==> config.mk <==
export PLATFORM = sky130hd
export DESIGN_NAME = arduino_addr_buffer
export DESIGN_NICKNAME = d
export VERILOG_FILES = /design/src/rtl/arduino_pkg.sv /design/src/rtl/sync_edge.sv /design/src/rtl/arduino_addr_buffer.sv
export SDC_FILE = /design/constraint.sdc
export NUM_CORES = 1
export LEC_CHECK = 0
export ABC_AREA = 1
export BUFFER_PORTS_ARGS = -buffer_cell sky130_fd_sc_hd__buf_4
export CORE_ASPECT_RATIO = 1.5
export CORE_MARGIN = 10
export CORE_UTILIZATION = 35
export CTS_CLUSTER_DIAMETER = 30
export CTS_CLUSTER_SIZE = 40
export DETAILED_ROUTE_END_ITERATION = 7
export RECOVER_POWER = 25
export SLEW_MARGIN = 0
export SYNTH_ARGS = -nofsm -noshare
export SYNTH_HDL_FRONTEND = slang
export SYNTH_HIERARCHICAL = 1
export SYNTH_SLANG_ARGS = --single-unit
==> constraint.sdc <==
create_clock -name clk -period 6 [get_ports clk]
set_clock_uncertainty 0.15 [all_clocks]
set_input_delay 1.8 -clock clk [delete_from_list [all_inputs] [get_ports clk]]
set_output_delay 1.8 -clock clk [all_outputs]
set_load 0.02 [all_outputs]
==> src/rtl/arduino_pkg.sv <==
// Shared constants and types for the Arduino address capture path.
package arduino_pkg;

    localparam int unsigned ADDR_W_DEFAULT = 20;

    typedef logic [ADDR_W_DEFAULT-1:0] addr_t;

endpackage

==> src/rtl/sync_edge.sv <==
// Multi-flop synchronizer followed by a rising-edge detector.
// Produces a single-cycle pulse per low-to-high transition of d.
module sync_edge #(
    parameter int unsigned STAGES = 2
) (
    input  logic clk,
    input  logic rst,
    input  logic d,
    output logic rise
);

    logic [STAGES-1:0] sync_q, sync_d;
    logic              prev_q, prev_d;

    always_comb begin
        sync_d = {sync_q[STAGES-2:0], d};
        prev_d = sync_q[STAGES-1];
    end

    always_ff @(posedge clk or posedge rst) begin
        if (rst) begin
            sync_q <= '0;
            prev_q <= 1'b0;
        end else begin
            sync_q <= sync_d;
            prev_q <= prev_d;
        end
    end

    assign rise = sync_q[STAGES-1] & ~prev_q;

endmodule

==> src/rtl/arduino_addr_buffer.sv <==
// Captures addresses on an asynchronous Arduino strobe into a small
// first-word fall-through FIFO, with held last address and sticky overflow.
module arduino_addr_buffer
    import arduino_pkg::*;
#(
    parameter int unsigned ADDR_W      = ADDR_W_DEFAULT,
    parameter int unsigned DEPTH       = 4,
    parameter int unsigned SYNC_STAGES = 2
) (
    input  logic                       clk,
    input  logic                       rst,
    input  logic [ADDR_W-1:0]          addr_in,
    input  logic                       strobe_in,
    output logic [ADDR_W-1:0]          out_addr,
    output logic                       out_valid,
    input  logic                       out_ready,
    output logic [ADDR_W-1:0]          last_addr,
    output logic [$clog2(DEPTH):0]     count,
    output logic                       overflow,
    input  logic                       clr_ovf
);

    localparam int unsigned PW = $clog2(DEPTH);
    localparam int unsigned CW = PW + 1;

    logic [ADDR_W-1:0] mem_q [DEPTH];
    logic [ADDR_W-1:0] mem_d [DEPTH];
    logic [PW-1:0]     wr_ptr_q, wr_ptr_d;
    logic [PW-1:0]     rd_ptr_q, rd_ptr_d;
    logic [CW-1:0]     count_q, count_d;
    logic [ADDR_W-1:0] last_q, last_d;
    logic              ovf_q, ovf_d;

    logic push, pop, full, wr_en, drop;

    sync_edge #(
        .STAGES (SYNC_STAGES)
    ) u_sync_edge (
        .clk  (clk),
        .rst  (rst),
        .d    (strobe_in),
        .rise (push)
    );

    // A pop in the same cycle frees the slot, so a push into a full FIFO still lands.
    assign full  = (count_q == CW'(DEPTH));
    assign pop   = (count_q != '0) && out_ready;
    assign wr_en = push && (!full || pop);
    assign drop  = push && full && !pop;

    always_comb begin
        mem_d    = mem_q;
        wr_ptr_d = wr_ptr_q;
        rd_ptr_d = rd_ptr_q;
        count_d  = count_q;
        last_d   = last_q;
        ovf_d    = ovf_q;

        if (wr_en) begin
            mem_d[wr_ptr_q] = addr_in;
            wr_ptr_d        = wr_ptr_q + PW'(1);
            last_d          = addr_in;
        end
        if (pop) begin
            rd_ptr_d = rd_ptr_q + PW'(1);
        end

        if (wr_en && !pop) begin
            count_d = count_q + CW'(1);
        end else if (!wr_en && pop) begin
            count_d = count_q - CW'(1);
        end

        // A fresh drop outranks a clear on the same edge.
        if (drop) begin
            ovf_d = 1'b1;
        end else if (clr_ovf) begin
            ovf_d = 1'b0;
        end
    end

    always_ff @(posedge clk or posedge rst) begin
        if (rst) begin
            mem_q    <= '{default: '0};
            wr_ptr_q <= '0;
            rd_ptr_q <= '0;
            count_q  <= '0;
            last_q   <= '0;
            ovf_q    <= 1'b0;
        end else begin
            mem_q    <= mem_d;
            wr_ptr_q <= wr_ptr_d;
            rd_ptr_q <= rd_ptr_d;
            count_q  <= count_d;
            last_q   <= last_d;
            ovf_q    <= ovf_d;
        end
    end

    assign out_valid = (count_q != '0);
    assign out_addr  = out_valid ? mem_q[rd_ptr_q] : '0;
    assign last_addr = last_q;
    assign count     = count_q;
    assign overflow  = ovf_q;

endmodule
==> qor.csv, run 1 <==
metric;value;unit
outcome;complete, but fails checks;
violated checks;capacitance limit, slew limit;
DRC viols;0;
Hold WC Path Type;reg2reg;
Sw Ratio;44.31;%
Skew-Pair Late Insertion Delay;0.35;ns
RSZ-0062 raised after global routing;false;
HPWL after DPL;9887;um
R2R Path End;mem_q[68]$_DFFE_PP0P_;
FP Rows;56;
core area;15550;um^2
startpoint types;register;
WL/cell;15.92;um
gr usage total;14.50;%
ys flop type;dfrtp_1;
CP arrival;2.53;ns
RR Startpoint;count[2]$_DFFE_PP0P_;
sequential-to-total area share from yosys stat;50.52;%
ANT nets after route;0;
DR vias/cell;4.901;
first-pass GRT wire length;25110;um
number of global-route vias before repair;4713;
postcts setup bufs;0;
Worst R2R Path Depth;7;
die width;122.3;um
Initial Util;35.34;%
clk root buf;clkbuf_16;
Int Pwr;1.915;mW
Max VDD drop;0.0002273;V
cell taking the most area after synthesis;dfrtp_1;
critical path class;reg2out;
Overflow after GRT;0;
P&R area growth vs syn;14.43;%
Hold Startpoint;u_sync_edge/sync_q[0]$_DFF_PP0_;
Net Count, Synth;746;
Seq cells post-synth;111;
drt first pass iters;5;
largest net degree at the start of global routing;87;
initial antenna violation count;0;
post-synth top area share;50.52;%
initial drt markers;328;
Worst Max-Slew Pin Slew;3.057;ns
Hold Path Sink;u_sync_edge/sync_q[1]$_DFF_PP0_;
CTS tree;yes;
Clock Sinks;111;
Worst Setup End Kind;output port;
Leakage;3.425;nW
Reg power frac;35.8;%
fin worst setup slack;1.523;ns
critical path required time;4.05;ns
power per cell area;546.7;nW/um^2
Post-Syn Area;5498;um^2
Mapped Cells;715;
routability cong.;0.8064;
Worst R2R Setup Slack;3.13;ns
asr flop ratio synth;100.0;%
share of layout cells above drive strength 1;12.48;%
filler instances;1643;
Synth top cells by count;353 x nand2_1, 111 x dfrtp_1, 80 x nand4_1;
Reg clk slew, reported paths;0.07;ns
deepest clock path buffer count;2;
most numerous cell in the Yosys netlist;nand2_1;
number of synthesis warnings;6;
hold_buf cts;0;
CTS H-tree depth;3;
final net count;779;
slew margin rel.;-103.8;%
period utilization;74.62;%
setup TNS;0;ns
average cell area after synthesis;7.689;um^2
Post-synth EDFFs;0;
fin. max-slew vios;82;
CTS Buf Count;9;
cts repair resizes;0;
Die Footprint;21220;um^2
number of endpoints failing setup at the final stage;0;
Comb pwr share;47.7;%
Port Buffer Count;69;
Clock power frac;16.5;%
Sw Pwr;1.524;mW
pre-CTS setup slack;1.774;ns
critical-path maximum fanout;31;
crit path time final;4.477;ns
num ports;70;
Vias;4685;
WHS Path Cells;0;
ranking of synthesized cells by area;dfrtp_1 51%, nand2_1 24%, nand4_1 9.1%;
Netlist cell types;19;
# diodes;0;
max-cap violation count;1;
Die Y;173.5;um
final hold vios;0;
WL final;15220;um
Max Freq;223.4;MHz
[worst max-delay path, cell delays in order, from the launching register on]
cell,delay [ns]
dfrtp_1,0.38
inv_1,0.84
buf_4,0.34
nand2_1,0.06
nand2_1,0.07
nand2_1,0.05
a21oi_1,0.22
buf_4,0.20
[metal layers]
metal / routed length (um) / share of wire, % / GRT usage, % / vias to the layer above
met1: 6923 / 45 / 18.90 / 2225
met3: 613 / 4.0 / 2.413 / 15
li1: - / - / - / 2340
met2: 7455 / 49 / 23.90 / 105
met5: 0 / 0 / 0 / -
met4: 226 / 1.5 / 4.236 / 0
[kinds of logic (layout without fill, tap and decap cells)]
group / Yosys count / after routing / share of synthesized area, %
and+or+nand+nor: 465 / 465 / 36.32
DFF: 111 / 111 / 50.52
buffers and inverters: 107 / 145 / 9.012
AOI/OAI and AO/OA: 22 / 22 / 2.003
adders and majority gates: 6 / 6 / 1.502
xor gates and xnor gates: 4 / 4 / 0.6373
[worst max-delay path by stage]
stage                                       start               endpoint  slack (ns)  cells past startpoint
after floorplan                               rst   count[0]$_DFFE_PP0P_        1.20                      1
after global placement                  out_ready  mem_q[48]$_DFFE_PP0P_        1.79                      7
after detailed placement                out_ready  mem_q[68]$_DFFE_PP0P_        1.77                      7
after CTS                 rd_ptr_q[0]$_DFFE_PP0P_           out_addr[14]        1.51                      7
after global routing                          rst  mem_q[56]$_DFFE_PP0P_        0.93                      2
final                     rd_ptr_q[0]$_DFFE_PP0P_           out_addr[14]        1.52                      7
[stage by stage]
stage / cell area (um^2) / total power [mW] / utilization [%] / hold WS, ns / cells
final: 6291 / 3.440 / 40.44 / 0.2012 / 956
after global routing: 6291 / 3.721 / 40.44 / 0.2060 / 956
after CTS: 6304 / 3.476 / 40.52 / 0.2045 / 956
after detailed placement: 6030 / 2.904 / 38.76 / 0.1889 / 940
after global placement: 6030 / 2.887 / 38.76 / 0.1861 / 940
after floorplan: 5498 / 2.325 / - / 0.1812 / 715
[placed cells by master (no fill, tap or decap), drive strengths merged, types with 3 or more instances in the layout]
| cell | Yosys | final |
|---|---|---|
| nand2 | 355 | 355 |
| nand3 | 27 | 27 |
| ha | 5 | 5 |
| inv | 54 | 55 |
| nor2 | 3 | 3 |
| dfrtp | 111 | 111 |
| clkinv | 0 | 5 |
| clkbuf | 9 | 12 |
| a21oi | 20 | 20 |
| nand4 | 80 | 80 |
| buf | 44 | 72 |
[registers in the layout, indices dropped and copies added, names as in the netlist]
register,count
wr_ptr_q,2
rd_ptr_q,2
u_sync_edge/prev_q,1
count,3
u_sync_edge/sync_q,2
overflow,1
mem_q,80
last_addr,20
[power groups by stage]
stage / clock (mW) / sequential (mW) / combinational [mW]
2_1_floorplan: 0 / 1.26 / 1.06
3_3_place_gp: 0 / 1.24 / 1.65
3_5_place_dp: 0 / 1.24 / 1.66
4_1_cts: 0.578 / 1.23 / 1.67
5_1_grt: 0.608 / 1.27 / 1.84
6_report: 0.569 / 1.23 / 1.64
[layout make-up]
cell class	count	area, um^2	share of cell area (%)
Sequential cell	111	2778	44.15
Multi-Input combinational cell	497	2227	35.40
Timing Repair Buffer	75	555.5	8.831
Tap cell	203	254.0	4.037
Clock buffer	9	225.2	3.580
Inverter	54	202.7	3.222
Clock inverter	7	48.80	0.7757
No activity file was read; power rests on OpenSTA's default activity.
==> inputs of run 2 (changes only) <==
Settings changed: ABC_AREA 1 to 0.
Clock period 6 ns to 4.2 ns, I/O delays scaled along.
==> run 2 against run 1 <==
The flow now finishes without violations. Combinational power rose by 35%. Non-clock buffer count up 2. Worst hold slack about the same. Die area shrank 8.5%. Clock-buffer cell count up 2. Sequential share of layout area rose by 2.9 points. Wire length shrank 30%. Critical endpoint is now out_addr[16].
==> qor.csv, run 2 <==
metric;value;unit;change
outcome;finished clean;;
crit path time final;3.480;ns;
post-synth top area share;56.07;%;+5.6 points
Netlist cell types;23;;+4
WL/cell;19.51;um;+23%
most numerous cell in the Yosys netlist;dfrtp_1;;
final hold vios;0;;unchanged
number of global-route vias before repair;3045;;-35%
period utilization;82.85;%;
Die Footprint;19410;um^2;-8.5%
Worst R2R Setup Slack;1.40;ns;-1.73 ns
cts repair resizes;0;;unchanged
Net Count, Synth;337;;-55%
Top reg by flops;mem_q;;
ys flop type;dfrtp_1;;
Worst Setup End Kind;output port;;
initial antenna violation count;0;;unchanged
Reg clk slew, reported paths;0.07;ns;about the same
filler instances;1285;;-22%
max-cap violation count;0;;-1
Worst Max-Slew Pin Slew;1.356;ns;-1.700 ns
Core Util, Final;42.43;%;+2.0 points
core area;13930;um^2;-10%
fin. max-slew vios;0;;-100%
slew margin rel.;9.571;%;+110 points
number of endpoints failing setup at the final stage;0;;unchanged
first-pass GRT wire length;16940;um;-33%
Post-synth EDFFs;0;;unchanged
share of layout cells above drive strength 1;57.74;%;+45 points
die width;117.1;um;-4.2%
Post-Syn Area;4954;um^2;-9.9%
CTS tree;yes;;
Die Y;165.7;um;-4.5%
Hold WC Path Type;reg2reg;;
Synth top cells by count;111 x dfrtp_1, 84 x mux2_2, 20 x and2_1, 20 x mux4_2, 18 x mux2_4;;
postcts setup bufs;0;;unchanged
startpoint types;register;;
number of synthesis warnings;6;;unchanged
sequential-to-total area share from yosys stat;56.07;%;+5.6 points
fin worst setup slack;0.7203;ns;-0.8026 ns
Overflow after GRT;0;;unchanged
ranking of synthesized cells by area;dfrtp_1 56%, mux2_2 19%, mux4_2 9.1%;;
placed cells;531;;-44%
DR vias/cell;4.965;;+1.3%
most frequent cells in the layout;110 x dfrtp_1, 84 x mux2_2, 74 x buf_4, 20 x mux4_2, 20 x and2_1;;
critical-path maximum fanout;12;;-61%
initial drt markers;81;;-75%
Initial Util;35.57;%;+0.23 points
hold_buf cts;0;;unchanged
area occupied by multi-input gates;2041;um^2;-8.4%
worst hold slack;0.2013;ns;+0.00006500 ns
gr usage total;11.45;%;-3.1 points
CTS Buf Count;9;;unchanged
P&R area growth vs syn;19.27;%;
deepest clock path buffer count;2;;unchanged
# diodes;0;;unchanged
critical path class;reg2out;;
RSZ-0062 raised after global routing;false;;
HPWL after DPL;6841;um;-31%
RR Startpoint;count[0]$_DFFE_PP0P_;;
max FFs per register;80;;unchanged
Hold Path Sink;u_sync_edge/sync_q[1]$_DFF_PP0_;;
critical path required time;2.79;ns;-1.26 ns
setup TNS;0;ns;unchanged
Seq cells post-synth;111;;unchanged
power per cell area;827.0;nW/um^2;+51%
R2R Path End;count[2]$_DFFE_PP0P_;;
cell taking the most area after synthesis;dfrtp_1;;
Skew-Pair Late Insertion Delay;0.35;ns;about the same
Max Freq;287.4;MHz;
WHS Path Cells;0;;unchanged
Mapped Cells;306;;-57%
Worst R2R Path Depth;8;;+1
Leakage;2.575;nW;-25%
DRC viols;0;;unchanged
final net count;408;;-48%
final std cells w/o fill;546;;-43%
Vias;2711;;-42%
Hold Startpoint;u_sync_edge/sync_q[0]$_DFF_PP0_;;
num ports;70;;unchanged
most common cell after layout, fill and taps aside;dfrtp_1;;
CP arrival;2.07;ns;-0.46 ns
Max VDD drop;0.0003127;V;+38%
ANT nets after route;0;;unchanged
clk root buf;clkbuf_16;;
CTS H-tree depth;3;;unchanged
Clock Sinks;111;;unchanged
average cell area after synthesis;16.19;um^2;+110%
FP Rows;53;;-5.4%
routability cong.;0.7354;;-8.8%
Port Buffer Count;69;;unchanged
WL final;10650;um;-30%
pre-CTS setup slack;0.8981;ns;-0.8755 ns
largest net degree at the start of global routing;100;;+15%
drt first pass iters;4;;-1
asr flop ratio synth;100.0;%;unchanged
FF/Latch Area;2779;um^2;about the same
[run 2: changes by cell type in the layout (fill, tap and decap cells not counted), moves of 3 or more]
cell,before,now
nand4_1,80,0
mux4_2,0,20
mux2_2,0,84
and2_1,0,20
nand2_1,353,6
nor2_2,1,4
a21oi_1,20,0
inv_1,54,6
mux2_4,0,18
nand3_1,26,1
[run 2: power breakdown]
part | leakage (nW) | internal (mW) | switching, mW
Clock | 0.135 | 0.458 | 0.381
Combinational | 1.14 | 1.24 | 0.981
Sequential | 1.30 | 1.55 | 0.272
Total | 2.57 | 3.25 | 1.63
[run 2: kinds of logic (layout without fill, tap and decap cells)]
family	after synthesis	in the layout	synth area share, %
buffers and inverters	24	99	2.981
AND/OR/NAND/NOR	36	36	4.471
adder cells (fa/ha/maj)	6	6	1.667
XOR/XNOR	6	6	1.061
AO/OA/AOI/OAI	1	1	0.1009
multiplexers	122	122	33.64
flip-flops	111	111	56.07
[run 2: area by class of cell]
cell class,instances,area share [%]
Clock buffer,11,3.939
Sequential cell,111,47.04
Inverter,7,0.4659
Clock inverter,4,0.8047
Tap cell,165,3.494
Timing Repair Buffer,77,9.720
Multi-Input combinational cell,171,34.54
[run 2: routing by layer]
layer / part of all wire [%] / global-route usage [%] / wire, um / up-vias
met1: 42 / 13.28 / 4450 / 1428
met4: 1.8 / 4.693 / 195 / 0
met5: 0 / 0 / 0 / -
li1: - / - / - / 1221
met2: 53 / 19.41 / 5607 / 50
met3: 3.7 / 2.784 / 398 / 12
[run 2: critical path, stage by stage, from the launching register on]
cell     delay (ns)
dfrtp_1        0.69
buf_4          0.34
mux4_2         0.35
and2_1         0.18
buf_4          0.15
[run 2: worst max-delay path by stage]
stage                                 start                    to  slack, ns  cells after the start
floorplan                         out_ready  count[1]$_DFFE_PP0P_       1.02                      9
CTS                 rd_ptr_q[1]$_DFFE_PP0P_          out_addr[16]       0.65                      4
detailed placement                out_ready  count[1]$_DFFE_PP0P_       0.90                      8
global route           count[0]$_DFFE_PP0P_          out_addr[12]       0.63                      3
finish              rd_ptr_q[1]$_DFFE_PP0P_          out_addr[16]       0.72                      4
global placement                  out_ready  count[1]$_DFFE_PP0P_       0.98                      8
[run 2: metrics by stage]
step	area [um^2]	total power, mW
after global routing	5908	5.200
final	5908	4.886
after global placement	5647	4.067
after CTS	5927	4.981
after detailed placement	5647	4.140
after floorplan	4957	3.338
